--- config.mk ---
export PLATFORM = sky130hd
export DESIGN_NAME = branch_predict_unit_flat
export DESIGN_NICKNAME = d
export VERILOG_FILES = /design/src/rtl/branch_pkg.sv /design/src/rtl/branch_predict_unit_if.sv /design/src/rtl/bht_2bit.sv /design/src/rtl/branch_predict_unit.sv /design/src/flat_wrapper.sv
export SDC_FILE = /design/constraint.sdc
export NUM_CORES = 1
export LEC_CHECK = 0
export ABC_AREA = 1
export CAP_MARGIN = 20
export CORE_MARGIN = 1.5
export CORE_UTILIZATION = 47
export CTS_BUF_LIST = sky130_fd_sc_hd__clkbuf_16
export DETAILED_ROUTE_END_ITERATION = 8
export PLACE_DENSITY = 0.87
export SLEW_MARGIN = 5
export SYNTH_ARGS = -nofsm -noshare
export SYNTH_HDL_FRONTEND = slang
export SYNTH_HIERARCHICAL = 1
export SYNTH_SLANG_ARGS = --single-unit
--- constraint.sdc ---
create_clock -name Clk -period 5.65 [get_ports Clk]
set_input_delay 1.13 -clock Clk [delete_from_list [all_inputs] [get_ports Clk]]
set_output_delay 1.13 -clock Clk [all_outputs]
set_load 0.01 [all_outputs]
--- src/rtl/branch_pkg.sv ---
// branch_pkg: MIPS branch decode constants, PC-source encodings and BHT counter helpers.
package branch_pkg;
    localparam logic [5:0] OP_SPECIAL = 6'b000000;
    localparam logic [5:0] OP_REGIMM  = 6'b000001;
    localparam logic [5:0] OP_J       = 6'b000010;
    localparam logic [5:0] OP_JAL     = 6'b000011;
    localparam logic [5:0] OP_BEQ     = 6'b000100;
    localparam logic [5:0] OP_BNE     = 6'b000101;
    localparam logic [5:0] OP_BLEZ    = 6'b000110;
    localparam logic [5:0] OP_BGTZ    = 6'b000111;
    localparam logic [5:0] FN_JR      = 6'b001000;
    localparam logic [5:0] FN_JALR    = 6'b001001;
    localparam logic [4:0] RT_BLTZ    = 5'b00000;
    localparam logic [4:0] RT_BGEZ    = 5'b00001;
    localparam logic [1:0] CTR_RESET  = 2'b01;
    typedef enum logic [1:0] {
        SEL_PC4    = 2'b00,
        SEL_JUMP   = 2'b01,
        SEL_BRANCH = 2'b10,
        SEL_REG    = 2'b11
    } sel_op_e;
    function automatic logic [1:0] ctr_next(input logic [1:0] c, input logic up);
        return up ? (c == 2'b11 ? c : c + 2'd1) : (c == 2'b00 ? c : c - 2'd1);
    endfunction
endpackage

--- src/rtl/branch_predict_unit_if.sv ---
// branch_predict_unit_if: fetch lookup, resolve-stage inputs and registered results.
interface branch_predict_unit_if #(
    parameter int DATA_W = 32,
    parameter int ADDR_W = 32,
    parameter int CNT_W  = 16
);
    logic [ADDR_W-1:0] if_pc;
    logic              if_pred_taken;
    logic              id_valid;
    logic [ADDR_W-1:0] id_pc;
    logic [31:0]       id_instruction;
    logic              id_pred_taken;
    logic [DATA_W-1:0] rs;
    logic [DATA_W-1:0] rt;
    logic              control;
    logic              stall;
    logic              res_valid;
    logic              branchFlag;
    logic              mispredict;
    logic [1:0]        SEL_OP;
    logic [CNT_W-1:0]  branch_count;
    logic [CNT_W-1:0]  mispredict_count;
    modport master (
        output if_pc, id_valid, id_pc, id_instruction, id_pred_taken, rs, rt, control, stall,
        input  if_pred_taken, res_valid, branchFlag, mispredict, SEL_OP, branch_count, mispredict_count
    );
    modport slave (
        input  if_pc, id_valid, id_pc, id_instruction, id_pred_taken, rs, rt, control, stall,
        output if_pred_taken, res_valid, branchFlag, mispredict, SEL_OP, branch_count, mispredict_count
    );
endinterface

--- src/rtl/bht_2bit.sv ---
// bht_2bit: table of 2-bit saturating counters, one read port and one write port.
module bht_2bit
    import branch_pkg::*;
#(
    parameter int DEPTH = 16,
    parameter int IDX_W = $clog2(DEPTH)
) (
    input  logic             Clk,
    input  logic             Reset,
    input  logic [IDX_W-1:0] rd_idx,
    input  logic [IDX_W-1:0] wr_idx,
    input  logic             we,
    input  logic             taken,
    output logic             pred
);
    logic [1:0] cnt [DEPTH];
    // Read is straight from the array, so a same-cycle write is not bypassed.
    assign pred = cnt[rd_idx][1];
    always_ff @(posedge Clk) begin
        if (Reset) begin
            for (int i = 0; i < DEPTH; i++) cnt[i] <= CTR_RESET;
        end else if (we) begin
            cnt[wr_idx] <= ctr_next(cnt[wr_idx], taken);
        end
    end
endmodule

--- src/rtl/branch_predict_unit.sv ---
// branch_predict_unit: resolves MIPS branches/jumps one cycle after decode and
// trains a 2-bit BHT used for fetch-stage prediction.
module branch_predict_unit
    import branch_pkg::*;
#(
    parameter int DATA_W    = 32,
    parameter int ADDR_W    = 32,
    parameter int BHT_DEPTH = 16,
    parameter int CNT_W     = 16
) (
    input logic Clk,
    input logic Reset,
    branch_predict_unit_if.slave bus
);
    localparam int IDX_W = $clog2(BHT_DEPTH);
    logic [5:0] opcode;
    logic [5:0] funct;
    logic [4:0] rt_f;
    logic       rs_neg;
    logic       rs_zero;
    logic       cond;
    logic       taken;
    logic       upd;
    logic       misp;
    sel_op_e    sel;
    logic       unused_bits;
    assign opcode      = bus.id_instruction[31:26];
    assign rt_f        = bus.id_instruction[20:16];
    assign funct       = bus.id_instruction[5:0];
    assign rs_neg      = bus.rs[DATA_W-1];
    assign rs_zero     = bus.rs == '0;
    assign unused_bits = &{1'b0, bus.id_instruction[25:21], bus.id_instruction[15:6], bus.if_pc, bus.id_pc};
    always_comb begin
        cond  = 1'b0;
        taken = 1'b0;
        sel   = SEL_PC4;
        if (bus.control) begin
            case (opcode)
                OP_BEQ:      begin cond = 1'b1; taken = bus.rs == bus.rt; end
                OP_BNE:      begin cond = 1'b1; taken = bus.rs != bus.rt; end
                OP_BLEZ:     begin cond = 1'b1; taken = rs_neg | rs_zero; end
                OP_BGTZ:     begin cond = 1'b1; taken = !rs_neg && !rs_zero; end
                OP_REGIMM:   begin
                    cond  = rt_f == RT_BLTZ || rt_f == RT_BGEZ;
                    taken = rt_f == RT_BLTZ ? rs_neg : rt_f == RT_BGEZ && !rs_neg;
                end
                OP_J, OP_JAL: sel = SEL_JUMP;
                OP_SPECIAL:   sel = (funct == FN_JR || funct == FN_JALR) ? SEL_REG : SEL_PC4;
                default:      ;
            endcase
            if (taken) sel = SEL_BRANCH;
        end
    end
    assign upd  = bus.id_valid && !bus.stall && !Reset && cond;
    assign misp = upd && (taken ^ bus.id_pred_taken);
    bht_2bit #(.DEPTH(BHT_DEPTH), .IDX_W(IDX_W)) u_bht (
        .Clk    (Clk),
        .Reset  (Reset),
        .rd_idx (bus.if_pc[IDX_W+1:2]),
        .wr_idx (bus.id_pc[IDX_W+1:2]),
        .we     (upd),
        .taken  (taken),
        .pred   (bus.if_pred_taken)
    );
    always_ff @(posedge Clk) begin
        if (Reset) begin
            bus.res_valid        <= 1'b0;
            bus.branchFlag       <= 1'b0;
            bus.mispredict       <= 1'b0;
            bus.SEL_OP           <= SEL_PC4;
            bus.branch_count     <= '0;
            bus.mispredict_count <= '0;
        end else if (!bus.stall) begin
            bus.res_valid  <= bus.id_valid;
            bus.branchFlag <= bus.id_valid && taken;
            bus.SEL_OP     <= bus.id_valid ? sel : SEL_PC4;
            bus.mispredict <= misp;
            if (upd && bus.branch_count != '1) bus.branch_count <= bus.branch_count + CNT_W'(1);
            if (misp && bus.mispredict_count != '1) bus.mispredict_count <= bus.mispredict_count + CNT_W'(1);
        end
    end
endmodule

--- src/flat_wrapper.sv ---
// flat-port wrapper written by rule: the top's interface ports become plain ports
module branch_predict_unit_flat import branch_pkg::*;
#(
    parameter int DATA_W    = 32,
    parameter int ADDR_W    = 32,
    parameter int BHT_DEPTH = 16,
    parameter int CNT_W     = 16
)
  (Clk, Reset, bus_if_pc, bus_id_valid, bus_id_pc, bus_id_instruction, bus_id_pred_taken, bus_rs, bus_rt, bus_control, bus_stall, bus_if_pred_taken, bus_res_valid, bus_branchFlag, bus_mispredict, bus_SEL_OP, bus_branch_count, bus_mispredict_count);
  branch_predict_unit_if #(.DATA_W(DATA_W), .ADDR_W(ADDR_W), .CNT_W(CNT_W)) bus_i ();
  input logic Clk;
  input logic Reset;
  input wire logic [$bits(bus_i.if_pc)-1:0] bus_if_pc;
  input wire logic [$bits(bus_i.id_valid)-1:0] bus_id_valid;
  input wire logic [$bits(bus_i.id_pc)-1:0] bus_id_pc;
  input wire logic [$bits(bus_i.id_instruction)-1:0] bus_id_instruction;
  input wire logic [$bits(bus_i.id_pred_taken)-1:0] bus_id_pred_taken;
  input wire logic [$bits(bus_i.rs)-1:0] bus_rs;
  input wire logic [$bits(bus_i.rt)-1:0] bus_rt;
  input wire logic [$bits(bus_i.control)-1:0] bus_control;
  input wire logic [$bits(bus_i.stall)-1:0] bus_stall;
  output wire logic [$bits(bus_i.if_pred_taken)-1:0] bus_if_pred_taken;
  output wire logic [$bits(bus_i.res_valid)-1:0] bus_res_valid;
  output wire logic [$bits(bus_i.branchFlag)-1:0] bus_branchFlag;
  output wire logic [$bits(bus_i.mispredict)-1:0] bus_mispredict;
  output wire logic [$bits(bus_i.SEL_OP)-1:0] bus_SEL_OP;
  output wire logic [$bits(bus_i.branch_count)-1:0] bus_branch_count;
  output wire logic [$bits(bus_i.mispredict_count)-1:0] bus_mispredict_count;
  assign bus_i.if_pc = bus_if_pc;
  assign bus_i.id_valid = bus_id_valid;
  assign bus_i.id_pc = bus_id_pc;
  assign bus_i.id_instruction = bus_id_instruction;
  assign bus_i.id_pred_taken = bus_id_pred_taken;
  assign bus_i.rs = bus_rs;
  assign bus_i.rt = bus_rt;
  assign bus_i.control = bus_control;
  assign bus_i.stall = bus_stall;
  assign bus_if_pred_taken = bus_i.if_pred_taken;
  assign bus_res_valid = bus_i.res_valid;
  assign bus_branchFlag = bus_i.branchFlag;
  assign bus_mispredict = bus_i.mispredict;
  assign bus_SEL_OP = bus_i.SEL_OP;
  assign bus_branch_count = bus_i.branch_count;
  assign bus_mispredict_count = bus_i.mispredict_count;
  branch_predict_unit #(.DATA_W(DATA_W), .ADDR_W(ADDR_W), .BHT_DEPTH(BHT_DEPTH), .CNT_W(CNT_W)) u_core (.Clk(Clk), .Reset(Reset), .bus(bus_i));
endmodule
==> impl_table.tex, run 1 <==
\begin{tabular}{lr}
\hline
Metric & Value \\
\hline
\multicolumn{2}{l}{\textbf{Final layout}} \\
N\_diodes & 0 \\
Final std cells w/o fill & around 1000 \\
Number of nets in the layout & 1031 \\
Fraction of layout cells with a size suffix above 1 & 0.06106 \\
Final instance area & 6564 um\^{}2 \\
Layout area overhead & 36.22\% \\
\multicolumn{2}{l}{\textbf{Critical path}} \\
Register-to-register setup slack & 3.45 ns \\
CP endpoint & bus\_if\_pred\_taken \\
Startpoint types & primary input \\
Critical path capture point type & output pin \\
Critical path, cell by cell & clkdlybuf4s50\_1 -> nand2\_1 -> o21ai\_0 -> a21oi\_1 -> o21ai\_0 -> nand3\_1 -> nand2\_1 -> clkdlybuf4s50\_1 \\
Setup crit start & bus\_if\_pc[2] \\
CP Data Required Time & 4.52 ns \\
Delay contributed by the slowest stage of the critical path & 0.77 ns \\
Reg2reg end & u\_core/bus.branch\_count[13] \\
Worst Reg-to-Reg Cells & 12 \\
Worst reg2reg startpoint & u\_core/bus.branch\_count[1] \\
Critical path start-end classification & in -> out \\
Critical path fanouts, max & 13 \\
Max stage delay cell, worst path & sky130\_fd\_sc\_hd\_\_clkdlybuf4s50\_1 \\
Data arrival time of the critical path & 2.92 ns \\
\multicolumn{2}{l}{\textbf{Clocking}} \\
Number of levels the H-tree was split into & 3 \\
Post-CTS setup repair buffer count & 0 \\
Clock sink count & 69 \\
Number of CTS-inserted buffers & 9 \\
Clock latency on the worst-skew pair & 0.32 ns \\
Clock root buffer master & sky130\_fd\_sc\_hd\_\_clkbuf\_16 \\
Clock slew at reported path FFs & 0.05 ns \\
Number of hold buffers added after CTS & 0 \\
CTS tree & yes \\
Post-CTS sizing & 0 \\
CTS max path bufs & 2 \\
\multicolumn{2}{l}{\textbf{Yosys}} \\
Post-synthesis async set-or-reset flop share & 0 \\
Adder and majority cell fraction of the synthesized area & 0.005193 \\
Post-synthesis share of cell area spent on xor and xnor gates & 0.05090 \\
Post-Syn Area & 4818 um\^{}2 \\
Top\_reg\_cell synth & sky130\_fd\_sc\_hd\_\_dfxtp\_1 \\
Yosys top cell area share & 0.1994 \\
Post-Synthesis Net Count & 903 \\
Portion of the post-synthesis area used by sequential elements & 0.3532 \\
Total of warnings raised by yosys & 6 \\
Distinct cells, synth & 42 \\
Number of synthesized flops with an enable pin & 32 \\
Synth Instances & 735 \\
Cell type contributing the most total cell area after synthesis & sky130\_fd\_sc\_hd\_\_edfxtp\_1 \\
Simple-Gate Fraction of Synth Area & 0.4134 \\
Dominant combinational cell family by area after synthesis & simple AND/OR/NAND/NOR gates \\
Yosys reg bits & 69 \\
Mux share of post-synthesis cell area & 0.006232 \\
Average footprint of a synthesized cell & between 6 and 7 um\^{}2 \\
Leading cell types by total area after synthesis & sky130\_fd\_sc\_hd\_\_edfxtp\_1 20\%, sky130\_fd\_sc\_hd\_\_nand2\_1 16\%, sky130\_fd\_sc\_hd\_\_dfxtp\_1 15\% \\
Synthesized-area fraction occupied by ao, oa, aoi and oai cells & 0.05817 \\
\multicolumn{2}{l}{\textbf{Run status}} \\
Run status & finished, final reports clean \\
\multicolumn{2}{l}{\textbf{Pwr}} \\
LEAKAGE & 2.708 nW \\
Worst vdd ir & roughly 0.2 mV \\
Combinational fraction of design power & 0.136 \\
Power density over the cells & 209.6 nW/um\^{}2 \\
Proportion of power drawn by flip-flops and latches & 0.387 \\
Share of total power consumed by net switching & 0.2316 \\
Fraction of power consumed by the clock network & 0.476 \\
Cell internal pwr & around 1.1 mW \\
Net Sw Power & around 0.32 mW \\
\multicolumn{2}{l}{\textbf{STA}} \\
Number of setup violations in the final report & 0 \\
Transition time at the pin with the least slew margin & approximately 0.82 ns \\
Clock skew & 0.009967 ns \\
Share of the clock period used by the worst path after layout & 0.7174 \\
Worst rel slew slack & 0.4548 \\
Setup repair after global routing missed its margin & false \\
Total negative slack for setup checks & 0 ns \\
Maximum frequency from static timing analysis & 0.2467 GHz \\
Final period demand of the worst path & 4.054 ns \\
Final worst setup slack & 1.596 ns \\
Slew Viols, Final & 0 \\
Number of endpoints with negative hold slack in the final report & 0 \\
\multicolumn{2}{l}{\textbf{Detailed routing}} \\
Router iterations before antenna repair & 5 \\
Final wirelength & 13340 um \\
Vias & 5056 \\
Number of remaining DRC errors & 0 \\
Average wire per standard cell & 13.33 um \\
First DRT Iteration DRCs & 319 \\
Count of nets left with antenna violations after detail routing & 0 \\
Vias per cell & just over 5 \\
\multicolumn{2}{l}{\textbf{Die}} \\
Die Y-Extent & around 100 um \\
Starting utilization of the core area & 0.4885 \\
Row count & 36 \\
Total core area & 9864 um\^{}2 \\
Die Area & $\sim$11000 um\^{}2 \\
IO Count & 204 \\
Die outline width & 104.3 um \\
\multicolumn{2}{l}{\textbf{Placed design}} \\
Final HPWL DP & $\sim$9700 um \\
Total instance count after detailed placement & 985 \\
Post-detailed-placement cell area & 6217 um\^{}2 \\
Setup slack at placement & 1.604 ns \\
Buffers added on ports & 131 \\
Global placement routability congestion & 0.9046 \\
\multicolumn{2}{l}{\textbf{Global routing}} \\
Number of antenna violations at the first check in global routing & 0 \\
Total track usage & 0.2470 \\
Total grt overflow & 0 \\
Number of global-route vias before repair & 4736 \\
Largest net degree at the start of global routing & 26 \\
Wire length of the first global-routing pass & 21780 um \\
\multicolumn{2}{l}{\textbf{Hold path}} \\
Worst hold path class & reg -> reg \\
\multicolumn{2}{l}{\textbf{Job}} \\
\# Max-Cap Violations & 0 \\
\hline
\end{tabular}
worst min-delay path by stage:
stage | from | end | slack, ns | depth (start not counted)
after floorplan | u_core/bus.branchFlag | u_core/bus.branchFlag | 0.49 | 2
after global placement | u_core/bus.branchFlag | u_core/bus.branchFlag | 0.45 | 2
after detailed placement | u_core/bus.branchFlag | u_core/bus.branchFlag | 0.45 | 2
after CTS | u_core/bus.branchFlag | u_core/bus.branchFlag | 0.46 | 2
after global routing | u_core/bus.branchFlag | u_core/bus.branchFlag | 0.49 | 2
final | u_core/bus.branchFlag | u_core/bus.branchFlag | 0.46 | 2
area by class of cell:
cell class,count,area (um^2)
clock inverter,7,121.4
tap,133,166.4
timing repair buffer,131,1311
sequential,69,1702
inverter,124,465.4
multi-input combinational,528,2572
fill,882,3301
clock buffer,9,225.2
critical path: cells and delay by family:
family | cells | cell delay, ns
compound gates | 3 | 0.23
buf+inv | 2 | 1.29
simple gates | 3 | 0.27
synth_stat cells, types with 2 or more instances:
cell type,instances
sky130_fd_sc_hd__o21ai_1,4
sky130_fd_sc_hd__o21ai_0,13
sky130_fd_sc_hd__nand2_1,207
sky130_fd_sc_hd__edfxtp_1,32
sky130_fd_sc_hd__buf_2,3
sky130_fd_sc_hd__nand2_2,9
sky130_fd_sc_hd__nor4_1,5
sky130_fd_sc_hd__xnor2_1,23
sky130_fd_sc_hd__nand3_1,50
sky130_fd_sc_hd__nor3_2,2
sky130_fd_sc_hd__nand4_1,28
sky130_fd_sc_hd__o211ai_1,3
sky130_fd_sc_hd__clkbuf_1,4
sky130_fd_sc_hd__inv_1,119
sky130_fd_sc_hd__a21oi_1,19
sky130_fd_sc_hd__xor2_1,5
sky130_fd_sc_hd__and3_1,2
sky130_fd_sc_hd__nor3_4,3
sky130_fd_sc_hd__nor2_2,14
sky130_fd_sc_hd__buf_1,2
sky130_fd_sc_hd__ha_1,2
sky130_fd_sc_hd__inv_2,4
sky130_fd_sc_hd__nor2_1,105
sky130_fd_sc_hd__mux2i_1,3
sky130_fd_sc_hd__dfxtp_1,37
sky130_fd_sc_hd__buf_4,4
sky130_fd_sc_hd__nor3_1,16
sky130_fd_sc_hd__a211oi_1,3
cells in the final DEF (no fill, tap or decap), drive strengths merged, types with 9 or more instances in the layout:
master and n:
a21oi 19, nand3 51, edfxtp 32, nor2 120, nand4 29, dfxtp 37
clkbuf 9, clkdlybuf4s50 131, nor3 21, nand2 217, xnor2 23, o21ai 18
inv 125
power groups by stage:
stage               Sequential, mW  Clock, mW  Combinational (mW)
global placement             0.543          0               0.183
finish                       0.533      0.655               0.188
floorplan                    0.542          0              0.0906
global route                 0.533      0.687               0.206
CTS                          0.533      0.665               0.187
detailed placement           0.543          0               0.186
cells by family (layout without fill, tap and decap cells):
| logic type | Yosys count | after routing |
|---|---|---|
| AND/OR/NAND/NOR | 447 | 447 |
| buffers and inverters | 138 | 271 |
| flip-flops | 69 | 69 |
| AO/OA/AOI/OAI | 48 | 48 |
| XOR/XNOR | 28 | 28 |
| multiplexers | 3 | 3 |
| adder cells (fa/ha/maj) | 2 | 2 |
per-layer routing:
layer,global-route usage,share of wire,vias to the layer above
met5,0,0,-
met4,0.07440,0.0079,0
met3,0.04323,0.084,10
met2,0.4068,0.46,225
met1,0.3312,0.45,2231
li1,-,-,2590
flip-flops by register name, indices dropped and copies added, names as in the netlist:
name                         count
u_core/bus.SEL_OP                2
u_core/bus.res_valid             1
u_core/u_bht/cnt                32
u_core/bus.branch_count         16
u_core/bus.mispredict_count     16
u_core/bus.branchFlag            1
u_core/bus.mispredict            1
metrics by stage:
stage	hold WS, ns	total power [mW]	util
global route	0.4881	1.426	0.6654
CTS	0.4631	1.384	0.6654
detailed placement	0.4545	0.7294	0.6303
finish	0.4611	1.376	0.6654
floorplan	0.4871	0.6325	-
global placement	0.4529	0.7261	0.6303
Note: power is estimated with default switching activity, not from simulation.
==> run 2, diff against run 1 <==
CORE_UTILIZATION = 44   (was 47)
PLACE_DENSITY = 0.82   (was 0.87)
clock period = 4.2 ns   (was 5.65 ns; I/O delays follow)
==> impl_table.tex, run 2 (same netlist as run 1, synthesis figures left out) <==
\begin{tabular}{lr}
\hline
Metric & Value \\
\hline
\multicolumn{2}{l}{\textbf{Run status}} \\
Run status & finished, final reports clean \\
\multicolumn{2}{l}{\textbf{Pwr}} \\
Fraction of power consumed by the clock network & 0.439 \\
Proportion of power drawn by flip-flops and latches & 0.414 \\
Net Sw Power & 0.4307 mW \\
Power density over the cells & 263.7 nW/um\^{}2 \\
Worst vdd ir & between 0.2 and 0.25 mV \\
Cell internal pwr & about 1.3 mW \\
LEAKAGE & 2.716 nW \\
Combinational fraction of design power & 0.147 \\
Share of total power consumed by net switching & 0.2486 \\
\multicolumn{2}{l}{\textbf{Final layout}} \\
Most common cell after layout, fill and taps aside & sky130\_fd\_sc\_hd\_\_nand2\_1 \\
Fraction of layout cells with a size suffix above 1 & 0.06751 \\
N\_diodes & 0 \\
Leading cell types in the layout, fill and taps excluded & 207 x sky130\_fd\_sc\_hd\_\_nand2\_1, 131 x sky130\_fd\_sc\_hd\_\_clkdlybuf4s50\_1, 119 x sky130\_fd\_sc\_hd\_\_inv\_1 \\
Layout area overhead & 36.35\% \\
Biggest registers after layout & u\_core/u\_bht/cnt (32), u\_core/bus.branch\_count (16), u\_core/bus.mispredict\_count (16) \\
Reg with most FFs & u\_core/u\_bht/cnt \\
Number of nets in the layout & 1037 \\
Flip-flop count of the largest register after layout & 32 \\
\multicolumn{2}{l}{\textbf{Die}} \\
Die Y-Extent & 107.6 um \\
Total core area & $\sim$11000 um\^{}2 \\
Die outline width & 107.6 um \\
Starting utilization of the core area & 0.4484 \\
Row count & 38 \\
Die Area & 11590 um\^{}2 \\
IO Count & 204 \\
\multicolumn{2}{l}{\textbf{Global routing}} \\
Number of global-route vias before repair & 4750 \\
M2 GR Usage & 0.3794 \\
Total track usage & 0.2372 \\
Total grt overflow & 0 \\
Wire length of the first global-routing pass & 21710 um \\
Met3 track demand over resource & 0.05690 \\
Most congested layer reported by global routing & met2 \\
Number of antenna violations at the first check in global routing & 0 \\
Met1 Use GR & 0.3174 \\
Largest net degree at the start of global routing & 26 \\
\multicolumn{2}{l}{\textbf{Clocking}} \\
CTS tree & yes \\
CTS max path bufs & 2 \\
Number of CTS-inserted buffers & 9 \\
Post-CTS setup repair buffer count & 0 \\
Number of levels the H-tree was split into & 3 \\
Clock root buffer master & sky130\_fd\_sc\_hd\_\_clkbuf\_16 \\
Clock slew at reported path FFs & about 0.06 ns \\
Post-CTS sizing & 0 \\
Number of hold buffers added after CTS & 0 \\
Clock latency on the worst-skew pair & $\sim$0.33 ns \\
Clock sink count & 69 \\
\multicolumn{2}{l}{\textbf{Placed design}} \\
Setup slack at placement & around 0.72 ns \\
Final HPWL DP & 10170 um \\
Global placement routability congestion & 0.8868 \\
Buffers added on ports & 131 \\
\multicolumn{2}{l}{\textbf{STA}} \\
Maximum frequency from static timing analysis & $\sim$0.29 GHz \\
Number of endpoints with negative hold slack in the final report & 0 \\
Transition time at the pin with the least slew margin & a little over 0.8 ns \\
Setup repair after global routing missed its margin & false \\
Clock skew & a little over 0.01 ns \\
Number of setup violations in the final report & 0 \\
Total negative slack for setup checks & 0 ns \\
Share of the clock period used by the worst path after layout & 0.8337 \\
Final period demand of the worst path & between 3 and 4 ns \\
Worst rel slew slack & 0.4522 \\
Slew Viols, Final & 0 \\
Final worst setup slack & 0.6983 ns \\
\multicolumn{2}{l}{\textbf{Critical path}} \\
Max stage delay cell, worst path & sky130\_fd\_sc\_hd\_\_clkdlybuf4s50\_1 \\
Critical path start-end classification & in -> out \\
CP Data Required Time & 3.36 ns \\
Startpoint types & primary input \\
Critical path capture point type & output pin \\
Critical path, cell by cell & clkdlybuf4s50\_1 -> o21ai\_0 -> a21oi\_1 -> o21ai\_0 -> nand3\_1 -> nand2\_1 -> clkdlybuf4s50\_1 \\
Data arrival time of the critical path & 2.66 ns \\
Critical path fanouts, max & 13 \\
Delay contributed by the slowest stage of the critical path & 0.64 ns \\
\multicolumn{2}{l}{\textbf{Hold path}} \\
Worst hold path class & reg -> reg \\
\multicolumn{2}{l}{\textbf{Detailed routing}} \\
Count of nets left with antenna violations after detail routing & 0 \\
Router iterations before antenna repair & 5 \\
First DRT Iteration DRCs & 370 \\
Number of remaining DRC errors & 0 \\
Vias per cell & 4.971 \\
Average wire per standard cell & around 13 um \\
Vias & 5041 \\
Final wirelength & between 10000 and 15000 um \\
\multicolumn{2}{l}{\textbf{Job}} \\
\# Max-Cap Violations & 0 \\
\hline
\end{tabular}
## run 2: layer usage
metal | wire [um] | part of all wire
met1 | 6088 | 0.46
met2 | 5922 | 0.44
met3 | 1139 | 0.085
met4 | 173 | 0.013
met5 | 0 | 0
## run 2: final cells by class
type | count | area, um^2
fillers | 990 | 4175
multi-input cells | 528 | 2572
flip-flops and latches | 69 | 1702
repair buffers | 137 | 1356
inverters | 124 | 465.4
clock buffers | 9 | 225.2
well taps | 140 | 175.2
clock inverters | 7 | 73.82
## run 2: critical path: cells and delay by family
family,cells,cell delay (ns)
and+or+nand+nor,2,0.16
buffers and inverters,2,1.16
AOI/OAI and AO/OA,3,0.50
## run 2: path summary, 6_finish.rpt
kind	start	end	slack (ns)	cells after the start
min reg2reg	u_core/bus.mispredict	u_core/bus.mispredict	0.48	2
min	u_core/bus.mispredict	u_core/bus.mispredict	0.48	2
max reg2reg	u_core/bus.branch_count[1]	u_core/bus.branch_count[13]	2.08	12
max	bus_if_pc[2]	bus_if_pred_taken	0.70	7
## run 2: through the flow
stage	std cells	util	area [um^2]	hold slack, ns	total power, mW
after CTS	1014	0.6114	6570	0.4775	1.746
after floorplan	735	-	4818	0.4871	0.8508
after global placement	998	0.5836	6271	0.4583	0.9807
final	1014	0.6114	6570	0.4815	1.733
after global routing	1014	0.6114	6570	0.5130	1.804
after detailed placement	998	0.5836	6271	0.4661	0.9844
## run 2: power by group through the flow
stage / Clock [mW] / Sequential, mW / Combinational [mW]
3_5_place_dp: 0 / 0.731 / 0.253
2_1_floorplan: 0 / 0.729 / 0.122
5_1_grt: 0.805 / 0.717 / 0.282
4_1_cts: 0.775 / 0.717 / 0.254
3_3_place_gp: 0 / 0.731 / 0.250
6_report: 0.761 / 0.717 / 0.255
==> run 3, diff against run 2 <==
CORE_UTILIZATION = 39   (was 44)
PLACE_DENSITY = 0.77   (was 0.82)
clock period = 3.08 ns   (was 4.2 ns; I/O delays follow)
==> impl_table.tex, run 3 (same netlist as run 1, synthesis figures left out) <==
\begin{tabular}{lr}
\hline
Metric & Value \\
\hline
\multicolumn{2}{l}{\textbf{Final layout}} \\
Flip-flop count of the largest register after layout & 32 \\
Leading cell types in the layout, fill and taps excluded & 207 x sky130\_fd\_sc\_hd\_\_nand2\_1, 131 x sky130\_fd\_sc\_hd\_\_clkdlybuf4s50\_1, 119 x sky130\_fd\_sc\_hd\_\_inv\_1 \\
Fraction of layout cells with a size suffix above 1 & 0.08211 \\
N\_diodes & 0 \\
Most common cell after layout, fill and taps aside & sky130\_fd\_sc\_hd\_\_nand2\_1 \\
Final instance area & about 6700 um\^{}2 \\
Biggest registers after layout & u\_core/u\_bht/cnt (32), u\_core/bus.branch\_count (16), u\_core/bus.mispredict\_count (16) \\
Reg area & about 1700 um\^{}2 \\
Reg with most FFs & u\_core/u\_bht/cnt \\
Area taken by multi-input logic gates & 2572 um\^{}2 \\
\# fillers & 1138 \\
Layout area overhead & 39.18\% \\
Number of nets in the layout & between 1000 and 1500 \\
\multicolumn{2}{l}{\textbf{Hold path}} \\
Worst hold path class & reg -> reg \\
Min-delay src & u\_core/bus.branchFlag \\
\multicolumn{2}{l}{\textbf{Placed design}} \\
Post-detailed-placement cell area & 6412 um\^{}2 \\
Final HPWL DP & 10260 um \\
Global placement routability congestion & 0.8892 \\
Buffers added on ports & 131 \\
\multicolumn{2}{l}{\textbf{Clocking}} \\
Clock latency on the worst-skew pair & 0.33 ns \\
Number of CTS-inserted buffers & 9 \\
CTS max path bufs & 2 \\
CTS tree & yes \\
Clock root buffer master & sky130\_fd\_sc\_hd\_\_clkbuf\_16 \\
Number of levels the H-tree was split into & 3 \\
Number of hold buffers added after CTS & 0 \\
Clock slew at reported path FFs & 0.06 ns \\
Clock sink count & 69 \\
Post-CTS sizing & 0 \\
Post-CTS setup repair buffer count & 0 \\
\multicolumn{2}{l}{\textbf{Global routing}} \\
Number of global-route vias before repair & 4809 \\
Wire length of the first global-routing pass & between 20000 and 25000 um \\
Number of antenna violations at the first check in global routing & 0 \\
Total grt overflow & 0 \\
Total track usage & 0.2157 \\
Largest net degree at the start of global routing & 26 \\
\multicolumn{2}{l}{\textbf{Critical path}} \\
Worst reg2reg startpoint & u\_core/bus.branch\_count[0] \\
Data arrival time of the critical path & between 2 and 2.5 ns \\
Critical path fanouts, max & 4 \\
Critical path, cell by cell & clkdlybuf4s50\_1 -> buf\_4 -> a21oi\_1 -> o21ai\_0 -> o211ai\_1 -> nand3\_1 -> nand2\_1 -> clkdlybuf4s50\_1 \\
Setup crit start & bus\_if\_pc[2] \\
CP Data Required Time & 2.46 ns \\
Delay contributed by the slowest stage of the critical path & 0.52 ns \\
Max stage delay cell, worst path & sky130\_fd\_sc\_hd\_\_clkdlybuf4s50\_1 \\
CP most frequent cell & sky130\_fd\_sc\_hd\_\_clkdlybuf4s50\_1 \\
Startpoint types & primary input \\
Critical path start-end classification & in -> out \\
Critical path capture point type & output pin \\
\multicolumn{2}{l}{\textbf{Run status}} \\
Run status & finished, final reports clean \\
\multicolumn{2}{l}{\textbf{Pwr}} \\
LEAKAGE & roughly 2.8 nW \\
Worst vdd ir & 0.2126 mV \\
Power density over the cells & about 350 nW/um\^{}2 \\
\multicolumn{2}{l}{\textbf{STA}} \\
Setup repair after global routing missed its margin & false \\
Slew Viols, Final & 0 \\
Worst rel slew slack & 0.6505 \\
Total negative slack for setup checks & 0 ns \\
Share of the clock period used by the worst path after layout & 0.9553 \\
Final period demand of the worst path & 2.942 ns \\
Transition time at the pin with the least slew margin & approximately 0.52 ns \\
Number of endpoints with negative hold slack in the final report & 0 \\
Clock skew & 0.005525 ns \\
Maximum frequency from static timing analysis & 0.3399 GHz \\
Number of setup violations in the final report & 0 \\
\multicolumn{2}{l}{\textbf{Detailed routing}} \\
Router iterations before antenna repair & 5 \\
Average wire per standard cell & roughly 13 um \\
Number of remaining DRC errors & 0 \\
Vias per cell & 4.843 \\
Final wirelength & 13350 um \\
Vias & 5017 \\
Count of nets left with antenna violations after detail routing & 0 \\
First DRT Iteration DRCs & 300 \\
\multicolumn{2}{l}{\textbf{Die}} \\
Die outline width & 114.2 um \\
Die Y-Extent & $\sim$110 um \\
Total core area & 12010 um\^{}2 \\
Starting utilization of the core area & 0.4011 \\
IO Count & 204 \\
Die Area & 13030 um\^{}2 \\
Row count & 40 \\
\multicolumn{2}{l}{\textbf{Job}} \\
\# Max-Cap Violations & 0 \\
\hline
\end{tabular}
[run 3: path summary, 6_finish.rpt]
path	to	slack, ns	cells after the start
max	bus_if_pred_taken	0.14	8
min	u_core/bus.branchFlag	0.47	2
max reg2reg	u_core/bus.branch_count[13]	0.94	12
min reg2reg	u_core/bus.branchFlag	0.47	2
[run 3: report_power, final]
part           switching (mW)  internal [mW]
Clock                   0.368          0.631
Combinational           0.177          0.192
Sequential            0.00585          0.970
Total                   0.550           1.79
[run 3: final cells by class]
class	instances	area share
Sequential cell	69	0.2537
Clock buffer	11	0.04104
Inverter	124	0.06940
Timing Repair Buffer	153	0.2220
Multi-Input combinational cell	528	0.3836
Clock inverter	4	0.002799
Tap cell	147	0.02743
[run 3: metal layers]
metal	GRT usage	up-vias	wire [um]
li1	-	2633	-
met5	0	-	0
met2	0.3510	168	5883
met4	0.06083	0	146
met3	0.04764	15	1053
met1	0.2894	2201	6271
[run 3: critical path: cells and delay by family]
kind	cells	cell delay, ns
AND/OR/NAND/NOR	2	0.16
buffers and inverters	3	1.19
AO/OA/AOI/OAI	3	0.36
[run 3: stage by stage]
stage	instances	util	worst slack [ns]	total power, mW	hold slack, ns
after floorplan	735	-	0.8602	1.160	0.4871
after global placement	1021	0.5339	0.1469	1.357	0.4598
after detailed placement	1021	0.5339	0.1115	1.362	0.4686
after CTS	1036	0.5583	0.1224	2.371	0.4769
after global routing	1036	0.5583	0.01481	2.446	0.5159
final	1036	0.5583	0.1378	2.343	0.4686
